**src/rtl/adder_meas_pkg.sv**
```systemverilog
// Shared types and defaults for the ripple-adder ring measurement sequencer.
package adder_meas_pkg;

    localparam int unsigned DefaultWidth     = 32;
    localparam int unsigned DefaultWinW      = 16;
    localparam int unsigned DefaultSettleCyc = 2;

    typedef enum logic [2:0] {
        IDLE    = 3'd0,
        CLEAR   = 3'd1,
        RUN     = 3'd2,
        SETTLE  = 3'd3,
        CAPTURE = 3'd4,
        DONE    = 3'd5
    } meas_state_t;

    typedef struct packed {
        logic [DefaultWidth-1:0] count;
        logic [DefaultWidth-1:0] sum;
        logic                    overflow;
    } meas_result_t;

endpackage

```
**src/rtl/meas_window_timer.sv**
```systemverilog
// Loadable down-counter; expired is high while the count is at its last cycle (<= 1).
module meas_window_timer #(
    parameter int unsigned Width = 16
) (
    input  logic             clk_i,
    input  logic             rst_ni,
    input  logic             load_i,
    input  logic [Width-1:0] load_val_i,
    input  logic             en_i,
    output logic             expired_o
);

    logic [Width-1:0] cnt_q, cnt_d;

    // Load wins over decrement; the count never wraps below zero.
    always_comb begin
        cnt_d = cnt_q;
        if (load_i) begin
            cnt_d = load_val_i;
        end else if (en_i && (cnt_q != '0)) begin
            cnt_d = cnt_q - 1'b1;
        end
    end

    // Counter register.
    always_ff @(posedge clk_i or negedge rst_ni) begin
        if (!rst_ni) begin
            cnt_q <= '0;
        end else begin
            cnt_q <= cnt_d;
        end
    end

    // A load of N gives N enabled cycles before the owner moves on.
    assign expired_o = (cnt_q <= Width'(1));

endmodule

```
**src/rtl/adder_ring_meas_ctrl.sv**
```systemverilog
// Measurement sequencer: present operands, run the adder ring for a window, capture results.
module adder_ring_meas_ctrl
    import adder_meas_pkg::*;
#(
    parameter int unsigned WIDTH      = DefaultWidth,
    parameter int unsigned WIN_W      = DefaultWinW,
    parameter int unsigned SETTLE_CYC = DefaultSettleCyc
) (
    input  logic             wb_clk_i,
    input  logic             wb_rst_n,
    input  logic             cmd_valid,
    output logic             cmd_ready,
    input  logic [WIDTH-1:0] cmd_a,
    input  logic [WIDTH-1:0] cmd_b,
    input  logic [WIN_W-1:0] cmd_window,
    output logic [WIDTH-1:0] adder_a,
    output logic [WIDTH-1:0] adder_b,
    output logic             ring_en,
    output logic             cnt_clear,
    input  logic [WIDTH-1:0] ring_count,
    input  logic [WIDTH-1:0] adder_sum,
    output logic             res_valid,
    input  logic             res_ready,
    output logic [WIDTH-1:0] res_count,
    output logic [WIDTH-1:0] res_sum,
    output logic             res_overflow,
    output logic             busy
);

    // The result record type is sized by the package default.
    if (WIDTH != DefaultWidth) begin : g_width_check
        $error("WIDTH must equal adder_meas_pkg::DefaultWidth");
    end

    // A zero settle length would still cost one cycle in SETTLE.
    localparam logic [WIN_W-1:0] SettleLoad =
        (SETTLE_CYC == 0) ? WIN_W'(1) : WIN_W'(SETTLE_CYC);

    meas_state_t      state_q, state_d;
    logic [WIDTH-1:0] a_q, a_d, b_q, b_d;
    logic [WIDTH-1:0] ring_prev_q, ring_prev_d;
    logic             run_prev_q, run_prev_d;
    logic             ovf_q, ovf_d;
    meas_result_t     res_q, res_d;

    logic             timer_load, timer_en, timer_expired;
    logic [WIN_W-1:0] timer_load_val;

    meas_window_timer #(
        .Width (WIN_W)
    ) u_timer (
        .clk_i      (wb_clk_i),
        .rst_ni     (wb_rst_n),
        .load_i     (timer_load),
        .load_val_i (timer_load_val),
        .en_i       (timer_en),
        .expired_o  (timer_expired)
    );

    // Next-state, operand latch, timer control and result capture.
    always_comb begin
        state_d        = state_q;
        a_d            = a_q;
        b_d            = b_q;
        res_d          = res_q;
        timer_load     = 1'b0;
        timer_load_val = '0;
        timer_en       = 1'b0;
        unique case (state_q)
            IDLE: begin
                if (cmd_valid) begin
                    a_d            = cmd_a;
                    b_d            = cmd_b;
                    timer_load     = 1'b1;
                    timer_load_val = (cmd_window == '0) ? WIN_W'(1) : cmd_window;
                    state_d        = CLEAR;
                end
            end
            CLEAR: state_d = RUN;
            RUN: begin
                timer_en = 1'b1;
                if (timer_expired) begin
                    timer_load     = 1'b1;
                    timer_load_val = SettleLoad;
                    state_d        = SETTLE;
                end
            end
            SETTLE: begin
                timer_en = 1'b1;
                if (timer_expired) begin
                    state_d = CAPTURE;
                end
            end
            CAPTURE: begin
                res_d.count    = ring_count;
                res_d.sum      = adder_sum;
                res_d.overflow = ovf_q;
                state_d        = DONE;
            end
            DONE: begin
                if (res_ready) begin
                    state_d = IDLE;
                end
            end
            default: state_d = IDLE;
        endcase
    end

    // Sticky wrap detect; only compare RUN samples against a previous RUN sample so the
    // stale pre-clear value seen during CLEAR never looks like a wrap.
    always_comb begin
        ring_prev_d = ring_count;
        run_prev_d  = (state_q == RUN);
        ovf_d       = ovf_q;
        if (state_q == CLEAR) begin
            ovf_d = 1'b0;
        end else if ((state_q == RUN) && run_prev_q && (ring_count < ring_prev_q)) begin
            ovf_d = 1'b1;
        end
    end

    // State and datapath registers.
    always_ff @(posedge wb_clk_i or negedge wb_rst_n) begin
        if (!wb_rst_n) begin
            state_q     <= IDLE;
            a_q         <= '0;
            b_q         <= '0;
            ring_prev_q <= '0;
            run_prev_q  <= 1'b0;
            ovf_q       <= 1'b0;
            res_q       <= '0;
        end else begin
            state_q     <= state_d;
            a_q         <= a_d;
            b_q         <= b_d;
            ring_prev_q <= ring_prev_d;
            run_prev_q  <= run_prev_d;
            ovf_q       <= ovf_d;
            res_q       <= res_d;
        end
    end

    // Controls decode straight from the state flop so reset drops ring_en asynchronously.
    assign cmd_ready    = (state_q == IDLE);
    assign busy         = (state_q != IDLE);
    assign cnt_clear    = (state_q == CLEAR);
    assign ring_en      = (state_q == RUN);
    assign res_valid    = (state_q == DONE);
    assign adder_a      = a_q;
    assign adder_b      = b_q;
    assign res_count    = res_q.count;
    assign res_sum      = res_q.sum;
    assign res_overflow = res_q.overflow;

endmodule
```
**config.mk**
```make
export PLATFORM = sky130hd
export DESIGN_NAME = adder_ring_meas_ctrl
export DESIGN_NICKNAME = d
export VERILOG_FILES = /design/src/rtl/adder_meas_pkg.sv /design/src/rtl/meas_window_timer.sv /design/src/rtl/adder_ring_meas_ctrl.sv
export SDC_FILE = /design/constraint.sdc
export NUM_CORES = 1
export LEC_CHECK = 0
export BUFFER_PORTS_ARGS = -buffer_cell sky130_fd_sc_hd__buf_2
export CAP_MARGIN = 20
export CORE_UTILIZATION = 50
export CTS_CLUSTER_SIZE = 28
export DETAILED_ROUTE_END_ITERATION = 12
export PLACE_DENSITY = 0.88
export SYNTH_ARGS = -nofsm -noshare
export SYNTH_HDL_FRONTEND = slang
export SYNTH_SLANG_ARGS = --single-unit
```
**constraint.sdc**
```tcl
create_clock -name wb_clk_i -period 2.51 [get_ports wb_clk_i]
set_input_delay 0.6275 -clock wb_clk_i [delete_from_list [all_inputs] [get_ports wb_clk_i]]
set_output_delay 0.6275 -clock wb_clk_i [all_outputs]
set_load 0.005 [all_outputs]
```
==> impl_metrics.py <==
metrics = {
    "critical_path": {
        "critPathKind": "flop to output pin",
        "regToRegSetupSlack_ns": 0.45,
        "cp-start-kind": "flop",
        "worst_ep_arrival_time_ns": 1.68,
        "cp_max_fo": 11,
        "end_kind": "output pin",
        "critPathRequiredTime_ns": 1.88,
    },
    "layout": {
        "final_nets": 1167,
        "fillCellCount": 1158,
        "multiInputGateArea_um2": 2960,
        "final_layout_size_suffix_gt1_frac": 0.408,
        "layout.cells.non_filler": 1188,
        "register_area_um2": 4550,
        "area_growth_pct": 28.2,
    },
    "clocking": {
        "cts_max_path_buffers": 2,
        "cts_max_level": 4,
        "cts-root-buf": "clkbuf_16",
        "cts_tree": "built",
        "cts_buffers": 17,
        "cts_hold_buf": 0,
        "cts.sinks": 182,
        "cts_resized": 0,
        "insertion_delay_ns": 0.42,
        "path_clk_slew_ns": 0.07,
        "cts_setup_buffers": 0,
    },
    "pwr": {
        "power_density_nw_per_um2": 898,
        "switching_power_uw": 2820,
        "cellLeakagePower_uw": 0.00542,
        "finalPower_uw": 8950,
        "seq_power_share": 0.485,
        "peakVddDrop_v": 0.000593,
        "swShare": 0.315,
        "intPower_uw": 6130,
        "pwr-share-comb": 0.244,
        "clkPwrFrac": 0.271,
    },
    "sta": {
        "fin_crit_sh": 0.921,
        "worstMarginPinSlew_ns": 0.638,
        "setup_viol": 0,
        "fin_crit_ns": 2.31,
        "max_slew_margin": 0.574,
        "fmax_mhz": 433,
        "skew_ns": 0.00964,
        "whs_ns": 0.149,
        "setup_tns_ns": 0,
        "grt_setup_unrepaired": "no",
        "drv_slew": 0,
        "hold_violations": 0,
    },
    "floorplan": {
        "start_util": 0.511,
        "die_w_um": 127,
        "row_count": 45,
        "ioPinCount": 282,
        "coreArea_um2": 15200,
        "dieArea_um2": 16000,
        "die_y_um": 127,
    },
    "yosys": {
        "ys_seq_area_frac": 0.586,
        "synth_fp_nets": 884,
        "synth_top_flop_cell": "dfrtp_1",
        "synth_edf_count": 0,
        "avgSynthCellArea_um2": 11.1,
        "ys_types": 56,
        "async_reset_ff_frac": 1.00,
        "ys_ff_latch": 182,
        "synthesis.instances": 703,
        "yosys_warnings": 0,
        "syn-cell-area_um2": 7770,
    },
    "placement": {
        "dp_cells": 1155,
        "hpwlAfterDp_um": 13300,
        "portBuffers": 281,
        "routabilityCongestion": 0.851,
    },
    "flow_run": {
        "cap_viol_max_count": 0,
    },
    "routing": {
        "routed_wl_um": 18300,
        "dr.pass1.iters": 6,
        "via_per_inst": 5.22,
        "drt_iter0_drc": 313,
        "wl_per_cell_um": 15.4,
        "drc_errors": 0,
        "num_vias": 6205,
        "ant_nets": 0,
    },
    "grt": {
        "antenna_found_initial": 2,
        "grt_pass1_vias": 6279,
        "overflow": 0,
        "grt_start_max_net_pins": 66,
        "grt_use_total": 0.239,
        "grt_pass1_wl_um": 29800,
    },
    "outcome": {
        "status": "finished, final reports clean",
    },
    "hold_path": {
        "hp-class": "input pin to asynchronous set/reset pin",
    },
}
## Yosys cell counts (all sizes together) (2+ instances only)
library cell / instances / area, um2
a221oi: 3 / 26.3
mux2i: 3 / 30.0
clkbuf: 10 / 37.5
o22ai: 2 / 12.5
nand2b: 2 / 12.5
a2bb2oi: 2 / 17.5
nor3: 7 / 40.0
a31oi: 2 / 12.5
dfrtp: 182 / 4550
nand3: 12 / 72.6
mux2: 65 / 732
ha: 33 / 413
xor2: 4 / 35.0
nor2: 11 / 41.3
nand4: 8 / 50.1
nor2b: 2 / 12.5
a41oi: 2 / 17.5
a21oi: 16 / 83.8
buf: 18 / 92.6
nand2: 224 / 846
inv: 36 / 135
and4: 2 / 18.8
a2111oi: 2 / 18.8
or4: 2 / 18.8
nand3b: 4 / 30.0
nor4: 12 / 133
o21ai: 14 / 73.8
nor3b: 4 / 40.0
xnor2: 5 / 43.8
and2: 2 / 13.8
## critical path, cell delays in order (launching register included)
cell     delay (ns)
dfrtp_1        0.57
nor3b_1        0.48
buf_2          0.21
## layout by cell type, fill, tap and decap left out, types with 8 or more instances in the layout
cell / count
buf_2: 280
nand2_1: 221
dfrtp_1: 182
mux2_2: 65
inv_1: 36
ha_1: 33
clkbuf_16: 17
a21oi_1: 15
nor2_1: 11
nand3_1: 11
o21ai_0: 11
nand4_1: 8
## power groups by stage
stage | clock, uW | combinational, uW | sequential (uW)
global route | 2600 | 2470 | 4440
finish | 2430 | 2180 | 4340
detailed placement | 0 | 2210 | 4340
CTS | 2470 | 2200 | 4330
floorplan | 0 | 1020 | 4350
global placement | 0 | 2100 | 4320
## per-layer routing
metal / GRT usage / share of wire / wire (um)
met5: 0 / 0 / 0
met4: 0.106 / 0.031 / 561
met3: 0.0569 / 0.065 / 1190
met2: 0.407 / 0.50 / 9100
met1: 0.289 / 0.41 / 7490
## state kept, by name, indices dropped and copies added, names as in the netlist
name	flops
ovf_q	1
ring_prev_q	32
adder_a	32
res_count	32
run_prev_q	1
state_q	3
res_overflow	1
adder_b	32
u_timer.cnt_q	16
res_sum	32
## stage by stage
step	cell area, um2	setup slack [ns]	utilization
after CTS	9960	0.185	0.655
after detailed placement	9430	0.378	0.620
after global placement	9430	0.475	0.620
after global routing	9960	0.0958	0.655
final	9960	0.199	0.655
after floorplan	7770	0.658	-
## cells by family (layout without fill, tap and decap cells)
kind of cell / Yosys count / after routing / synth area share
mux: 68 / 68 / 0.0980
simple gates: 296 / 296 / 0.176
compound gates: 51 / 51 / 0.0427
other cells: 0 / 2 / 0
flops: 182 / 182 / 0.586
buf+inv: 64 / 359 / 0.0341
xor+xnor: 9 / 9 / 0.0101
fa+ha+maj: 33 / 33 / 0.0531
## final cells by class
class / instances / area share
Clock buffer: 18 / 0.0431
Multi-Input combinational cell: 457 / 0.297
Clock inverter: 13 / 0.00980
Tap cell: 188 / 0.0236
Inverter: 36 / 0.0136
Timing Repair Buffer: 292 / 0.155
Sequential cell: 182 / 0.457
Antenna cell: 2 / 0.000502
## final timing paths
kind	start	to	cells after the start
worst max-delay path	state_q[0]	cnt_clear	2
worst min-delay path	wb_rst_n	res_count[25]	1
worst max register to register	state_q[0]	u_timer.cnt_q[2]	6
worst min register to register	adder_a[11]	adder_a[11]	2
max in group asynchronous	wb_rst_n	res_count[10]	2
min in group wb_clk_i	ring_count[28]	ring_prev_q[28]	1
No activity file was read; power rests on OpenSTA's default activity.
